===== src/rtl/fifo_wr_arbiter_pkg.sv =====
// Shared definitions for the FIFO write-port arbiter: FSM encoding,
// default geometry and a small modulo-increment helper.
package fifo_wr_arbiter_pkg;

  typedef enum logic {
    IDLE   = 1'b0,
    LOCKED = 1'b1
  } arb_state_t;

  localparam int unsigned DEF_DATA_WIDTH = 8;
  localparam int unsigned DEF_NUM_REQ    = 4;
  localparam int unsigned DEF_IDX_WIDTH  = 2;
  localparam int unsigned DEF_CNT_WIDTH  = 8;

  // Next index in a ring of n entries.
  function automatic int unsigned rr_next(input int unsigned idx, input int unsigned n);
    return (idx + 1 >= n) ? 0 : idx + 1;
  endfunction

endpackage


===== src/rtl/fifo_wr_arbiter_rr_pick.sv =====
// Combinational round-robin picker: returns the first set request at or
// after rr_ptr, wrapping modulo NUM_REQ.
module fifo_wr_arbiter_rr_pick
  import fifo_wr_arbiter_pkg::*;
#(
  parameter int unsigned NUM_REQ   = DEF_NUM_REQ,
  parameter int unsigned IDX_WIDTH = DEF_IDX_WIDTH
) (
  input  logic [NUM_REQ-1:0]   req,
  input  logic [IDX_WIDTH-1:0] rr_ptr,
  output logic                 found,
  output logic [IDX_WIDTH-1:0] idx
);

  logic [NUM_REQ-1:0] rot;
  int unsigned        off;
  int unsigned        sum;

  always_comb begin
    // Rotate so rr_ptr lands at bit 0; the lowest set bit is then the winner.
    rot   = NUM_REQ'({req, req} >> rr_ptr);
    found = |req;
    off   = 0;
    for (int unsigned k = NUM_REQ; k > 0; k--) begin
      if (rot[k-1]) off = k - 1;
    end
    sum = 32'(rr_ptr) + off;
    if (sum >= NUM_REQ) sum = sum - NUM_REQ;
    idx = IDX_WIDTH'(sum);
  end

endmodule


===== src/rtl/fifo_wr_arbiter.sv =====
// Round-robin frame arbiter in front of the async FIFO write port; a granted
// requester keeps the port until its LAST word is accepted.
module fifo_wr_arbiter
  import fifo_wr_arbiter_pkg::*;
#(
  parameter int unsigned DATA_WIDTH = DEF_DATA_WIDTH,
  parameter int unsigned NUM_REQ    = DEF_NUM_REQ,
  parameter int unsigned IDX_WIDTH  = DEF_IDX_WIDTH,
  parameter int unsigned CNT_WIDTH  = DEF_CNT_WIDTH
) (
  input  logic                          CLK,
  input  logic                          RST,
  input  logic [NUM_REQ-1:0]            REQ_VALID,
  input  logic [NUM_REQ-1:0]            REQ_LAST,
  input  logic [NUM_REQ*DATA_WIDTH-1:0] REQ_DATA,
  output logic [NUM_REQ-1:0]            REQ_READY,
  output logic                          W_INC,
  output logic [DATA_WIDTH-1:0]         WR_DATA,
  input  logic                          FULL,
  output logic [IDX_WIDTH-1:0]          GRANT_ID,
  output logic                          BUSY,
  output logic [CNT_WIDTH-1:0]          FRAME_CNT
);

  arb_state_t           state_q, state_d;
  logic [IDX_WIDTH-1:0] owner_q, owner_d;
  logic [IDX_WIDTH-1:0] rr_ptr_q, rr_ptr_d;
  logic [CNT_WIDTH-1:0] cnt_q, cnt_d;
  logic                 pick_found;
  logic [IDX_WIDTH-1:0] pick_idx;
  logic [DATA_WIDTH-1:0] words [NUM_REQ];

  always_comb begin
    for (int unsigned i = 0; i < NUM_REQ; i++) begin
      words[i] = REQ_DATA[i*DATA_WIDTH +: DATA_WIDTH];
    end
  end

  fifo_wr_arbiter_rr_pick #(
    .NUM_REQ  (NUM_REQ),
    .IDX_WIDTH(IDX_WIDTH)
  ) u_rr_pick (
    .req   (REQ_VALID),
    .rr_ptr(rr_ptr_q),
    .found (pick_found),
    .idx   (pick_idx)
  );

  always_ff @(posedge CLK) begin
    if (RST) begin
      state_q  <= IDLE;
      owner_q  <= '0;
      rr_ptr_q <= '0;
      cnt_q    <= '0;
    end else begin
      state_q  <= state_d;
      owner_q  <= owner_d;
      rr_ptr_q <= rr_ptr_d;
      cnt_q    <= cnt_d;
    end
  end

  always_comb begin
    state_d   = state_q;
    owner_d   = owner_q;
    rr_ptr_d  = rr_ptr_q;
    cnt_d     = cnt_q;
    REQ_READY = '0;
    W_INC     = 1'b0;
    WR_DATA   = words[owner_q];

    unique case (state_q)
      IDLE: begin
        if (pick_found) begin
          owner_d = pick_idx;
          state_d = LOCKED;
        end
      end
      LOCKED: begin
        for (int unsigned i = 0; i < NUM_REQ; i++) begin
          REQ_READY[i] = (owner_q == IDX_WIDTH'(i)) && !FULL;
        end
        W_INC = REQ_VALID[owner_q] && !FULL;
        if (W_INC) begin
          if (cnt_q != '1) cnt_d = cnt_q + 1'b1;
          if (REQ_LAST[owner_q]) begin
            state_d  = IDLE;
            rr_ptr_d = IDX_WIDTH'(rr_next(32'(owner_q), NUM_REQ));
            cnt_d    = '0;
          end
        end
      end
    endcase
  end

  assign BUSY      = (state_q == LOCKED);
  assign GRANT_ID  = owner_q;
  assign FRAME_CNT = cnt_q;

endmodule


===== config.mk =====
export PLATFORM = sky130hd
export DESIGN_NAME = fifo_wr_arbiter
export DESIGN_NICKNAME = d
export VERILOG_FILES = /design/src/rtl/fifo_wr_arbiter_pkg.sv /design/src/rtl/fifo_wr_arbiter_rr_pick.sv /design/src/rtl/fifo_wr_arbiter.sv
export SDC_FILE = /design/constraint.sdc
export NUM_CORES = 1
export LEC_CHECK = 0
export CORE_MARGIN = 2
export CORE_UTILIZATION = 40
export DETAILED_ROUTE_END_ITERATION = 16
export PLACE_DENSITY = 0.85
export SYNTH_ARGS = -nofsm -noshare
export SYNTH_HDL_FRONTEND = slang
export SYNTH_SLANG_ARGS = --single-unit

===== constraint.sdc =====
create_clock -name CLK -period 4.15 [get_ports CLK]
set_input_delay 1.245 -clock CLK [delete_from_list [all_inputs] [get_ports CLK]]
set_output_delay 1.245 -clock CLK [all_outputs]
set_load 0.01 [all_outputs]

==> metrics.md, run 1 <==
| Metric | Value |
|---|---|
| Wl on met1 | `1235 um` |
| Min Clock Period, post-route | `4.049 ns` |
| Synth top area cells | `dfxtp_1, mux4_2, ha_1, nor2_1, xnor2_1` |
| Worst skew pair latency | `0.27 ns` |
| PortBufs | `66` |
| Pre-antenna DRT Iters | `4` |
| Tcrit/Tclk final | `97.56%` |
| Critical path capture point type | `output port` |
| Distinct cells, synth | `39` |
| Tightest Hold Check Type | `flip-flop to flip-flop` |
| Critical path required time | `2.90 ns` |
| Max Slew Vio Count | `0` |
| Hold Vio Cnt, Final | `0` |
| First-pass GRT wire length | `5761 um` |
| Worst Path Class, Setup | `primary input to output port` |
| # H-tree levels | `1` |
| Area grow syn2layout | `64.96%` |
| Syn Std Cell Area | `1121 um2` |
| RR Endpoint | `GRANT_ID[1]` |
| Core Footprint | `2710 um2` |
| YS warnings | `0` |
| Worst Setup Start Kind | `primary input` |
| Worst Path Arrival | `2.80 ns` |
| WL per Instance | `16.12 um` |
| Post-CTS Setup Bufs | `0` |
| Final ANT Viol Nets | `0` |
| Syn_nets | `168` |
| Inserted Clock Buffers | `3` |
| Die Span X | `56.94 um` |
| Mapped Cells | `119` |
| Critical path fanouts, max | `2` |
| Post-Route WL | `3546 um` |
| Clk sink count | `13` |
| I/O pins | `67` |
| Hold EP | `BUSY` |
| Most common cell in the netlist | `nor2_1` |
| Layout Skew | `0.0008233 ns` |
| R2R Path Start | `rr_ptr_q[0]` |
| CTS root buffer | `clkbuf_4` |
| R2R cell count | `8` |
| Initial antenna violation count | `0` |
| CTS tree | `yes` |
| Clock transition at path regs | `0.08 ns` |
| Initial core utilization | `41.37%` |
| Area after DPL | `1823 um2` |
| Simple-Gate Fraction of Synth Area | `29.24%` |
| Post-CTS Hold Buffers | `0` |
| Largest family of logic cells by synthesized area | `simple AND/OR/NAND/NOR gates` |
| Register area share after synthesis | `23.21%` |
| F_max | `247.0 MHz` |
| Commonest cells in the synthesized netlist | `nor2_1, dfxtp_1, mux4_2` |
| Fin Hold WS | `0.4964 ns` |
| Seq cells post-synth | `13` |
| RSZ-0062 raised after global routing | `no` |
| Via count | `1225` |
| GRT Total Usage | `22.52%` |
| Layout cell share with drive strength beyond 1 | `14.81%` |
| Xor/xnor cell area share of the yosys netlist | `4.688%` |
| Post-layout power | `0.3795 mW` |
| EDFF count, synth | `0` |
| Global route total overflow | `0` |
| Worst-Margin Slew | `0.6251 ns` |
| Die Area | `3242 um2` |
| WL met2 | `2083 um` |
| Nets | `239` |
| Vias in the first global route | `1227` |
| Adder-cell share of the synthesized area | `6.696%` |
| Peak supply drop | `0.2323 mV` |
| HP Start | `BUSY` |
| Die Y | `56.94 um` |
| Mux cell area share after synthesis | `23.66%` |
| Row cnt | `19` |
| Pleak | `0.6670 nW` |
| PwrDens | `205.2 nW/um2` |
| Max-Slew Margin vs Limit | `58.27%` |
| Yosys top cell area share | `23.21%` |
| Main flop type after synthesis | `dfxtp_1` |
| Async set or reset register ratio after synthesis | `0%` |
| Hold path depth | `2` |
| R2R setup slack | `1.98 ns` |
| Final WS setup | `0.1011 ns` |
| Hpwl dp | `2994 um` |
| Outcome | `finished, final reports clean` |
| Initial DRC Count | `42` |
| Post-cts repair resize count | `0` |
| Synth Area in Compound Gates | `7.366%` |
| Vias/cell | `5.568` |
| Routability congestion estimate | `0.9167` |
| Ant. Diodes | `0` |
| Final TNS setup | `0 ns` |
| Setup violations, final | `0` |
| Metal3 WL | `151 um` |
| Cell taking the most area after synthesis | `dfxtp_1` |
| Clk buf depth | `2` |
| Final non-filler cell area | `1849 um2` |
| Worst slack, placed | `0.1008 ns` |
| Topmost layer with routed signal wires | `met4` |
| DRC viols | `0` |
| Mean Syn Cell Area | `9.421 um2` |
| Max cap viols | `0` |
| Largest net degree at the start of global routing | `17` |
placed cells by master, fill, tap and decap left out, drive strengths merged, types with 4 or more instances in the layout:
master	n
nor4	4
xnor2	6
inv	4
dfxtp	13
mux4	10
nand2	6
and2	4
buf	6
nor2	20
clkdlybuf4s50	66
clkbuf	4
nor3	9
ha	6
mux2i	4
worst max-delay path, cell delays in order:
cell and delay, ns:
clkdlybuf4s50_1 0.41, mux4_2 0.53, nand2_4 0.10, inv_1 0.05, clkdlybuf4s50_1 0.47
metrics by stage:
step / utilization [%] / cells
2_1_floorplan: - / 119
3_3_place_gp: 67.27 / 216
3_5_place_dp: 67.27 / 216
4_1_cts: 68.24 / 220
5_1_grt: 68.24 / 220
6_report: 68.24 / 220
layer usage:
metal  global-route usage [%]  vias to the layer above
met5                        0                        -
met4                    6.312                        0
met3                    3.175                        8
met2                    44.99                       39
met1                    24.14                      594
li1                         -                      584
sequential cells by signal, indices dropped and copies added (netlist names):
signal and cells:
FRAME_CNT 8, rr_ptr_q 2, BUSY 1, GRANT_ID 2
cells by family after synthesis:
family                     Yosys count
and+or+nand+nor                     59
muxes                               14
DFF                                 13
AOI/OAI and AO/OA                   11
buffers and inverters               10
xor gates and xnor gates             6
adders and majority gates            6
where the power goes:
group / leakage (nW) / switching, mW / internal (mW) / total, mW
logic: 0.546 / 0.0599 / 0.105 / 0.164
registers: 0.106 / 0.00826 / 0.129 / 0.137
clock network: 0.0150 / 0.0409 / 0.0372 / 0.0781
total: 0.667 / 0.109 / 0.271 / 0.380
cell type report:
type	instances	area [um2]
fillers	223	860.8
well taps	31	38.79
inverters	4	15.01
multi-input cells	96	803.3
clock buffers	4	26.28
repair buffers	72	705.7
flip-flops and latches	13	260.3
worst max-delay path by stage:
stage / startpoint / slack (ns) / depth (start not counted) / end
finish: REQ_VALID[3] / 0.10 / 5 / W_INC
CTS: REQ_VALID[3] / 0.1 / 5 / W_INC
floorplan: REQ_VALID[1] / 0.83 / 4 / W_INC
global placement: REQ_VALID[3] / 0.12 / 5 / W_INC
detailed placement: REQ_VALID[3] / 0.10 / 5 / W_INC
global route: REQ_VALID[3] / 0.04 / 5 / W_INC
Power figures use the tool's default switching activity.
==> inputs of run 2 (changes only) <==
--- a/config.mk
+++ b/config.mk
@@ -5,8 +5,10 @@
 export SDC_FILE = /design/constraint.sdc
 export NUM_CORES = 1
 export LEC_CHECK = 0
+export ABC_CLOCK_PERIOD_IN_PS = 4150
 export CORE_MARGIN = 2
 export CORE_UTILIZATION = 40
+export CTS_CLUSTER_SIZE = 40
 export DETAILED_ROUTE_END_ITERATION = 16
 export PLACE_DENSITY = 0.85
 export SYNTH_ARGS = -nofsm -noshare
==> results of run 2 <==
Same layout as run 1: the final DEF is identical, and so are final timing and power.
==> inputs of run 3 (changes only) <==
--- a/config.mk
+++ b/config.mk
@@ -10,6 +10,7 @@
 export CORE_UTILIZATION = 40
 export CTS_CLUSTER_SIZE = 40
 export DETAILED_ROUTE_END_ITERATION = 16
+export GPL_ROUTABILITY_DRIVEN = 1
 export PLACE_DENSITY = 0.85
 export SYNTH_ARGS = -nofsm -noshare
 export SYNTH_HDL_FRONTEND = slang
==> results of run 3 <==
Same layout as run 1: the final DEF is identical, and so are final timing and power.
